--- config.mk ---
export PLATFORM = sky130hd
export DESIGN_NAME = cache_line_filler_flat
export DESIGN_NICKNAME = d
export VERILOG_FILES = /design/src/rtl/cache_line_filler_if.sv /design/src/rtl/cache_line_filler.sv /design/src/flat_wrapper.sv
export SDC_FILE = /design/constraint.sdc
export NUM_CORES = 1
export LEC_CHECK = 0
export BUFFER_PORTS_ARGS = -buffer_cell sky130_fd_sc_hd__buf_2
export CAP_MARGIN = 15
export CORE_ASPECT_RATIO = 0.6
export CORE_UTILIZATION = 28
export CTS_BUF_LIST = sky130_fd_sc_hd__clkbuf_4 sky130_fd_sc_hd__clkbuf_8 sky130_fd_sc_hd__clkbuf_16
export DETAILED_ROUTE_END_ITERATION = 8
export PLACE_DENSITY = 0.44
export SLEW_MARGIN = 20
export SYNTH_ARGS = -nofsm -noshare
export SYNTH_HDL_FRONTEND = slang
export SYNTH_SLANG_ARGS = --single-unit
--- constraint.sdc ---
create_clock -name clk -period 4.2 [get_ports clk]
set_input_delay 0.21 -clock clk [delete_from_list [all_inputs] [get_ports clk]]
set_output_delay 0.21 -clock clk [all_outputs]
set_load 0.05 [all_outputs]
--- src/rtl/cache_line_filler_if.sv ---
// Cache refill bus: miss request from the cache, word reads to memory, completed line back.
interface cache_line_filler_if #(
  parameter int unsigned ADDR_W = 15,
  parameter int unsigned DATA_W = 32
);
  logic              miss_req;
  logic [ADDR_W-1:0] miss_addr;
  logic              miss_ready;
  logic              mem_rd_en;
  logic [ADDR_W-1:0] mem_addr;
  logic              mem_rd_valid;
  logic [DATA_W-1:0] mem_rd_data;
  logic              fill_valid;
  logic [ADDR_W-1:0] fill_addr;
  logic [DATA_W-1:0] fill_data1;
  logic [DATA_W-1:0] fill_data2;
  logic [DATA_W-1:0] fill_data3;
  logic [DATA_W-1:0] fill_data4;
  logic              fill_err;
  logic              busy;

  // Cache/memory side.
  modport master (
    output miss_req, miss_addr, mem_rd_valid, mem_rd_data,
    input  miss_ready, mem_rd_en, mem_addr, fill_valid, fill_addr,
    input  fill_data1, fill_data2, fill_data3, fill_data4, fill_err, busy
  );

  // Filler side.
  modport slave (
    input  miss_req, miss_addr, mem_rd_valid, mem_rd_data,
    output miss_ready, mem_rd_en, mem_addr, fill_valid, fill_addr,
    output fill_data1, fill_data2, fill_data3, fill_data4, fill_err, busy
  );
endinterface

--- src/rtl/cache_line_filler.sv ---
// Refill engine for a direct-mapped cache: fetches a 4-word line one word at a time,
// assembles it and reports completion or a per-word timeout abort.
module cache_line_filler #(
  parameter int unsigned ADDR_W  = 15,
  parameter int unsigned DATA_W  = 32,
  parameter int unsigned TIMEOUT = 255
) (
  input logic                clk,
  input logic                rst,
  cache_line_filler_if.slave bus
);

  localparam int unsigned LineW     = ADDR_W - 2;
  localparam logic [15:0] TimerLast = 16'(TIMEOUT - 1);

  typedef enum logic [0:0] {StIdle, StWait} state_e;

  state_e            state_q, state_d;
  logic [LineW-1:0]  line_q, line_d;
  logic [1:0]        k_q, k_d, k_inc;
  logic [15:0]       timer_q, timer_d;
  logic              rd_en_q, rd_en_d;
  logic [ADDR_W-1:0] mem_addr_q, mem_addr_d;
  logic [ADDR_W-1:0] fill_addr_q, fill_addr_d;
  logic              fill_valid_q, fill_valid_d;
  logic              fill_err_q, fill_err_d;
  logic [DATA_W-1:0] data_q [4];
  logic [DATA_W-1:0] data_d [4];
  logic              accept, sample_valid, timed_out;

  assign k_inc  = k_q + 2'd1;
  assign accept = (state_q == StIdle) && bus.miss_req;
  // Data arriving in the strobe cycle belongs to no outstanding read.
  assign sample_valid = (state_q == StWait) && bus.mem_rd_valid && !rd_en_q;
  assign timed_out    = (state_q == StWait) && !sample_valid && (timer_q == TimerLast);

  always_ff @(posedge clk or negedge rst) begin
    if (!rst) begin
      state_q      <= StIdle;
      line_q       <= '0;
      k_q          <= '0;
      timer_q      <= '0;
      rd_en_q      <= 1'b0;
      mem_addr_q   <= '0;
      fill_addr_q  <= '0;
      fill_valid_q <= 1'b0;
      fill_err_q   <= 1'b0;
      for (int i = 0; i < 4; i++) data_q[i] <= '0;
    end else begin
      state_q      <= state_d;
      line_q       <= line_d;
      k_q          <= k_d;
      timer_q      <= timer_d;
      rd_en_q      <= rd_en_d;
      mem_addr_q   <= mem_addr_d;
      fill_addr_q  <= fill_addr_d;
      fill_valid_q <= fill_valid_d;
      fill_err_q   <= fill_err_d;
      data_q       <= data_d;
    end
  end

  always_comb begin
    state_d = state_q;
    unique case (state_q)
      StIdle: if (bus.miss_req) state_d = StWait;
      StWait: if ((sample_valid && k_q == 2'd3) || timed_out) state_d = StIdle;
      default: state_d = StIdle;
    endcase
  end

  always_comb begin
    line_d       = line_q;
    k_d          = k_q;
    timer_d      = timer_q;
    mem_addr_d   = mem_addr_q;
    fill_addr_d  = fill_addr_q;
    data_d       = data_q;
    rd_en_d      = 1'b0;
    fill_valid_d = 1'b0;
    fill_err_d   = 1'b0;
    if (accept) begin
      line_d     = bus.miss_addr[ADDR_W-1:2];
      k_d        = '0;
      timer_d    = '0;
      rd_en_d    = 1'b1;
      mem_addr_d = {bus.miss_addr[ADDR_W-1:2], 2'b00};
    end else if (state_q == StWait) begin
      if (sample_valid) begin
        data_d[k_q] = bus.mem_rd_data;
        timer_d     = '0;
        if (k_q == 2'd3) begin
          fill_valid_d = 1'b1;
          fill_addr_d  = {line_q, 2'b00};
        end else begin
          // Offset wraps within the line; never carries into the index.
          k_d        = k_inc;
          rd_en_d    = 1'b1;
          mem_addr_d = {line_q, k_inc};
        end
      end else begin
        timer_d = timer_q + 16'd1;
        if (timed_out) begin
          fill_err_d  = 1'b1;
          fill_addr_d = {line_q, 2'b00};
        end
      end
    end
  end

  assign bus.miss_ready = (state_q == StIdle);
  assign bus.busy       = (state_q != StIdle);
  assign bus.mem_rd_en  = rd_en_q;
  assign bus.mem_addr   = mem_addr_q;
  assign bus.fill_valid = fill_valid_q;
  assign bus.fill_err   = fill_err_q;
  assign bus.fill_addr  = fill_addr_q;
  assign bus.fill_data1 = data_q[0];
  assign bus.fill_data2 = data_q[1];
  assign bus.fill_data3 = data_q[2];
  assign bus.fill_data4 = data_q[3];

endmodule

--- src/flat_wrapper.sv ---
// flat-port wrapper written by rule: the top's interface ports become plain ports
module cache_line_filler_flat 
#(
  parameter int unsigned ADDR_W  = 15,
  parameter int unsigned DATA_W  = 32,
  parameter int unsigned TIMEOUT = 255
)
  (clk, rst, bus_miss_req, bus_miss_addr, bus_mem_rd_valid, bus_mem_rd_data, bus_miss_ready, bus_mem_rd_en, bus_mem_addr, bus_fill_valid, bus_fill_addr, bus_fill_data1, bus_fill_data2, bus_fill_data3, bus_fill_data4, bus_fill_err, bus_busy);
  cache_line_filler_if #(.ADDR_W(ADDR_W), .DATA_W(DATA_W)) bus_i ();
  input logic clk;
  input logic rst;
  input wire logic [$bits(bus_i.miss_req)-1:0] bus_miss_req;
  input wire logic [$bits(bus_i.miss_addr)-1:0] bus_miss_addr;
  input wire logic [$bits(bus_i.mem_rd_valid)-1:0] bus_mem_rd_valid;
  input wire logic [$bits(bus_i.mem_rd_data)-1:0] bus_mem_rd_data;
  output wire logic [$bits(bus_i.miss_ready)-1:0] bus_miss_ready;
  output wire logic [$bits(bus_i.mem_rd_en)-1:0] bus_mem_rd_en;
  output wire logic [$bits(bus_i.mem_addr)-1:0] bus_mem_addr;
  output wire logic [$bits(bus_i.fill_valid)-1:0] bus_fill_valid;
  output wire logic [$bits(bus_i.fill_addr)-1:0] bus_fill_addr;
  output wire logic [$bits(bus_i.fill_data1)-1:0] bus_fill_data1;
  output wire logic [$bits(bus_i.fill_data2)-1:0] bus_fill_data2;
  output wire logic [$bits(bus_i.fill_data3)-1:0] bus_fill_data3;
  output wire logic [$bits(bus_i.fill_data4)-1:0] bus_fill_data4;
  output wire logic [$bits(bus_i.fill_err)-1:0] bus_fill_err;
  output wire logic [$bits(bus_i.busy)-1:0] bus_busy;
  assign bus_i.miss_req = bus_miss_req;
  assign bus_i.miss_addr = bus_miss_addr;
  assign bus_i.mem_rd_valid = bus_mem_rd_valid;
  assign bus_i.mem_rd_data = bus_mem_rd_data;
  assign bus_miss_ready = bus_i.miss_ready;
  assign bus_mem_rd_en = bus_i.mem_rd_en;
  assign bus_mem_addr = bus_i.mem_addr;
  assign bus_fill_valid = bus_i.fill_valid;
  assign bus_fill_addr = bus_i.fill_addr;
  assign bus_fill_data1 = bus_i.fill_data1;
  assign bus_fill_data2 = bus_i.fill_data2;
  assign bus_fill_data3 = bus_i.fill_data3;
  assign bus_fill_data4 = bus_i.fill_data4;
  assign bus_fill_err = bus_i.fill_err;
  assign bus_busy = bus_i.busy;
  cache_line_filler #(.ADDR_W(ADDR_W), .DATA_W(DATA_W), .TIMEOUT(TIMEOUT)) u_core (.clk(clk), .rst(rst), .bus(bus_i));
endmodule
## Word level (Yosys, flattened, before mapping)

Index checks and enable logic that the tools add are counted.

- Register bits after elaboration: 193
- Bits in latches: 0
- Memory bits (writable): 0
- ROM bits: 0
- Input port bits: 51
- Output and inout port bits: 163
- Word-level logic and storage cells: 72
- Memories kept: 0

- Add/sub/neg operators: 2
- Multiply operators: 0
- Div/mod/pow operators: 0
- Order comparisons: 2
- Equality and inequality tests: 4
- Shift-type cells: 0
- Mux-type cells: 32
- Bitwise gates (word level): 3
- Reduce and logical (&&, ||, !) cells: 16

Operators with widths:

| kind | number |
|---|---|
| 128-bit bitwise mux | 1 |
| 15-bit two-way mux | 7 |
| 32-bit demux with 2-bit select | 1 |
| 16-bit two-way mux | 3 |
| 32-bit two-way mux | 1 |
| 16-bit by 1-bit adder with 16-bit output (second input constant) | 1 |
| 16-bit by 8-bit == test with 1-bit output (second input constant) | 1 |
| 1-bit two-way mux | 14 |
| 2-bit two-way mux | 4 |
| 1-bit logical AND | 7 |
| 3-bit AND reduction | 2 |
| 2-bit nonzero test | 3 |
| 4-bit AND reduction | 1 |
| 3-bit greater-or-equal comparator (second input constant) | 1 |
| 3-bit by 1-bit < comparator with 1-bit output (second input constant) | 1 |
| 2-bit inverter with 3-bit output | 1 |
| 2-bit by 1-bit adder with 2-bit output (second input constant) | 1 |
| 2-bit == test (second input constant) | 1 |
| 1-bit logical NOT | 2 |
| 2-bit by 1-bit inequality test with 1-bit output (second input constant) | 1 |
| 2-bit inequality test (second input constant) | 1 |
| 1-bit inverter | 2 |
| 1-bit one-hot mux with 2 select lines | 1 |
| 1-bit logical OR | 1 |

## Depth between registers and ports, before layout

- Depth after elaboration: 9
- Depth in mapped cells: 7
- Gate-level depth less buffers: 6

## Worst setup path before layout

OpenSTA, ideal clock, no wires.

- Kind: flip-flop to flip-flop
- Start: register u_core.state_q (netlist: u_core.bus.busy)
- End: register u_core.mem_addr_q[10] (netlist: u_core.bus.mem_addr[10])
- Setup time: 0.125 ns
- Arrival time: 2.302 ns
- Required time: 4.075 ns
- Slack: 1.773 ns
- Stages on the path, launching flop included: 6
- Path buffers: 1
- Clock period less this slack: 2.427 ns
- Path through: dfrtp_1 > inv_1 > nand2_1 > clkbuf_1 > mux2_2 > mux2_2

- Elaborated cells between the ends (all ways): 9
- Classes of those cells: eq/ne: 1; mux: 1; bitwise: 1; reduce/logical: 6

RTL lines:

| item | RTL line | text |
|---|---|---|
| start: declaration | cache_line_filler.sv:18 | `state_e state_q, state_d;` |
| start signal: assignment | cache_line_filler.sv:39 | `state_q <= StIdle;` |
| start signal: assignment | cache_line_filler.sv:50 | `state_q <= state_d;` |
| 1-bit inverter | -- |  |
| net bus_miss_ready | flat_wrapper.sv:16 | `output wire logic [$bits(bus_i.miss_ready)-1:0] bus_miss_ready;` |
| 1-bit logical AND | cache_line_filler.sv:32 | `assign accept = (state_q == StIdle) && bus.miss_req;` |
| 15-bit two-way mux | cache_line_filler.sv:82 | `if (accept) begin` |
| net u_core.mem_addr_d[10] | cache_line_filler.sv:23 | `logic [ADDR_W-1:0] mem_addr_q, mem_addr_d;` |
| end signal: assignment | cache_line_filler.sv:55 | `mem_addr_q <= mem_addr_d;` |
| end: declaration | cache_line_filler.sv:23 |  |

The timed path passes the listed nets, and every way through them passes these cells.
A chain may end at the register's enable or synchronous reset.

## Worst setup path after layout

- Start: register u_core.state_q (netlist: u_core.bus.busy)
- End: register u_core.mem_addr_q[6] (netlist: u_core.bus.mem_addr[6])

- Word-level cells in the longest chain between the ends: 4
- Elaborated cells between the ends (all ways): 9
- Classes of those cells: eq/ne: 1; mux: 1; bitwise: 1; reduce/logical: 6

RTL lines:

| item | RTL line |
|---|---|
| 1-bit inverter / 1-bit logical AND (equally long branches) | cache_line_filler.sv:32, cache_line_filler.sv:34 |
| 1-bit logical AND, on equally long branches | cache_line_filler.sv:32, cache_line_filler.sv:34 |
| 2-bit by 1-bit inequality test with 1-bit output (no source line) / 2-bit nonzero test (equally long branches) | -- |
| 3-bit AND reduction (no source line) | -- |

Parallel ways exist; a longest one is shown, timed or not.

==> reports/results.txt <==
First-pass DRT Iterations - 4
Post-DRT Antenna Nets - 0
Worst path cell trace - inv_1 > nand2_1 > o21ai_1 > buf_4 > mux2_2
Hold Path Depth - 2
Core area - 25670 µm²
Buf+Inv Stages, Crit Path - 2
M2 GR Usage - 20.57%
Max Root-Sink Buffers - 2
Largest net degree at the start of global routing - 77
Max-Cap Viols - 0
Skew final - 0.009559 ns
Clk sinks - 189
Final Max Slew Viols - 0
Reg2reg path depth - 5
Final Hold Fails - 0
Kind of critical path - reg2reg
Synth cell types - 42
Synth area leader - dfrtp_1
Synth Warn # - 0
Largest stage delay, worst path - 0.66 ns
GR peak layer - met2
CP max-delay cell - o21ai_1
Post-synth top area share - 63.50%
Final period util - 59.82%
Post-Synthesis Cells - 490
Async SR Flop Fraction - 100.0%
Top FF cell, synth - dfrtp_1
Die height - 128.3 µm
Most numerous cell in the Yosys netlist - dfrtp_1
Initial drt markers - 196
CP Launch Type - flop
Post_cts resized - 0
Final WL - 18.68 mm
Netlist Area Pre-Place - 7448 µm²
Status - finished, final reports clean
ANT cells - 0
CTS H-tree lvls - 4
Met1 Usage GRT - 18.79%
Crit Path Max Fanout - 15
Slew @ Worst Pin - 1.103 ns
FMAX - 398.0 MHz
DRC errors left - 0
Total track usage - 14.17%
R2R Path End - u_core.bus.mem_addr[6]$_DFFE_PN0P_
Met3 Use GR - 6.273%
Setup TNS - 0 ns
Hold Crit Class - in2reg
Final GP Congestion - 0.7807
Dpl ws - 1.650 ns
CP delay by family, top - compound AO/OA/AOI/OAI gates
Die Wd - 212.6 µm
Area of the die - 27280 µm²
Worst Hold Launch - bus_miss_addr[6]
Net count, final - 772
Synth cell count leaders - dfrtp_1, mux2_2, nand2_1
CTS buffer count - 17
Area Overhead vs Synth - 29.11%
Vias in the first global route - 5028
Finish-stage setup viols - 0
Clk_lat worst skew - 0.45 ns
RSZ-0062 raised after global routing - no
Via count - 4842
Minimum clock period - 2.512 ns
Synthesized flop and latch total - 189
Input/output buffers - 209
Wire per inst - 17.29 µm
Cell Rows - 45
Synth top area cells - dfrtp_1, mux2_2, mux2_4, ha_1, a21oi_1
Layout cells sized above 1 - 58.65%
Reg2reg start - u_core.bus.busy$_DFF_PN0_
Initial core utilization - 29.01%
Hpwl dp - 12.48 mm
Normalized max-slew margin - 26.22%
Tightest hold margin - 0.03162 ns
Final Cell Area - 9617 µm²
Via density per instance - 4.483
Worst endpoint required time - 4.53 ns
Worst setup margin - 1.688 ns
Critical Path AT - 2.84 ns
Initial antenna violation count - 0
I/O pins - 214
Sequential area share after synthesis - 63.50%
Mean area per synthesized cell - 15.20 µm²
Dpl cell area - 8885 µm²
CTS tree - built
Worst Hold End - u_core.line_q[4]$_DFFE_PN0N_
Crit end category - flop
Final global-route overflow total - 0
CTS clk-pin slew, worst paths - 0.07 ns
R2R Setup Slk - 1.69 ns
Post-synth EDFFs - 0
Cell chosen for the clock root - clkbuf_16
Global-route wire length before repair - 28.80 mm
==> final cells by class <==
cell class / instances / area, µm²
fillers: 2504 / 16060
flip-flops and latches: 189 / 4730
repair buffers: 228 / 1227
inverters: 9 / 33.78
clock inverters: 10 / 111.4
well taps: 352 / 440.4
clock buffers: 22 / 488.0
multi-input cells: 270 / 2586
==> per-layer routing <==
layer | share of wire, % | vias up | wire (µm)
met2 | 43 | 141 | 8118
met5 | 0 | - | 0
met4 | 1.3 | 0 | 250
met3 | 8.2 | 19 | 1528
met1 | 47 | 2471 | 8780
li1 | - | 2211 | -
==> layout by cell type, fill, tap and decap left out, types with 5 or more instances in the layout <==
cell,instances
buf_2,208
dfrtp_1,189
mux2_2,158
clkbuf_16,17
nand2_1,13
dlygate4sd3_1,13
a21oi_1,12
o21ai_0,10
inv_1,9
mux2_4,9
nand3_1,7
ha_1,6
buf_4,6
nand4_1,5
nor4_1,5
==> flip-flops by register name, summed over array words and instances, names as in the netlist <==
name,flops
u_core.bus.fill_data4,32
u_core.bus.mem_addr,15
u_core.bus.fill_valid,1
u_core.bus.fill_addr,13
u_core.bus.fill_data2,32
u_core.bus.fill_data1,32
u_core.bus.fill_err,1
u_core.line_q,13
u_core.bus.mem_rd_en,1
u_core.bus.busy,1
u_core.timer_q,16
u_core.bus.fill_data3,32
==> cell families (layout without fill, tap and decap cells) <==
group	count (synthesis)	after routing	share of synthesized area [%]
DFF	189	189	63.50
muxes	167	167	25.70
and+or+nand+nor	58	58	4.569
AOI/OAI and AO/OA	37	37	3.208
buffers and inverters	32	269	1.965
adders and majority gates	6	6	1.008
other	1	2	0.05035
==> worst reg2reg max path: stages (launching register included) <==
cell,delay [ns]
dfrtp_1,0.44
inv_1,0.15
nand2_1,0.47
o21ai_1,0.66
buf_4,0.32
mux2_2,0.35
==> how the worst max path moves through the flow <==
stage / from / endpoint / slack, ns / depth (start not counted)
global route: u_core.bus.busy$_DFF_PN0_ / u_core.bus.mem_addr[6]$_DFFE_PN0P_ / 1.45 / 5
floorplan: u_core.bus.busy$_DFF_PN0_ / u_core.bus.mem_addr[10]$_DFFE_PN0P_ / 1.77 / 5
CTS: u_core.bus.busy$_DFF_PN0_ / u_core.bus.mem_addr[6]$_DFFE_PN0P_ / 1.63 / 5
global placement: u_core.bus.busy$_DFF_PN0_ / u_core.bus.mem_addr[9]$_DFFE_PN0P_ / 1.68 / 5
detailed placement: u_core.bus.busy$_DFF_PN0_ / u_core.bus.mem_addr[6]$_DFFE_PN0P_ / 1.65 / 5
finish: u_core.bus.busy$_DFF_PN0_ / u_core.bus.mem_addr[6]$_DFFE_PN0P_ / 1.69 / 5
==> repair_timing <==
item / 4_1_cts / 5_1_grt
buffers inserted: 0 / 0
hold buffers: 13 / 0
endpoints found under the hold margin: 85 / 0
==> per-stage QoR <==
stage,util [%],cells
6_report,37.46,1080
5_1_grt,37.46,1080
4_1_cts,37.45,1080
3_5_place_dp,34.61,1035
3_3_place_gp,34.61,1035
2_1_floorplan,-,491
Power is not shown: default switching activity piles up to over one toggle a cycle in this logic, so the estimate is an artifact.
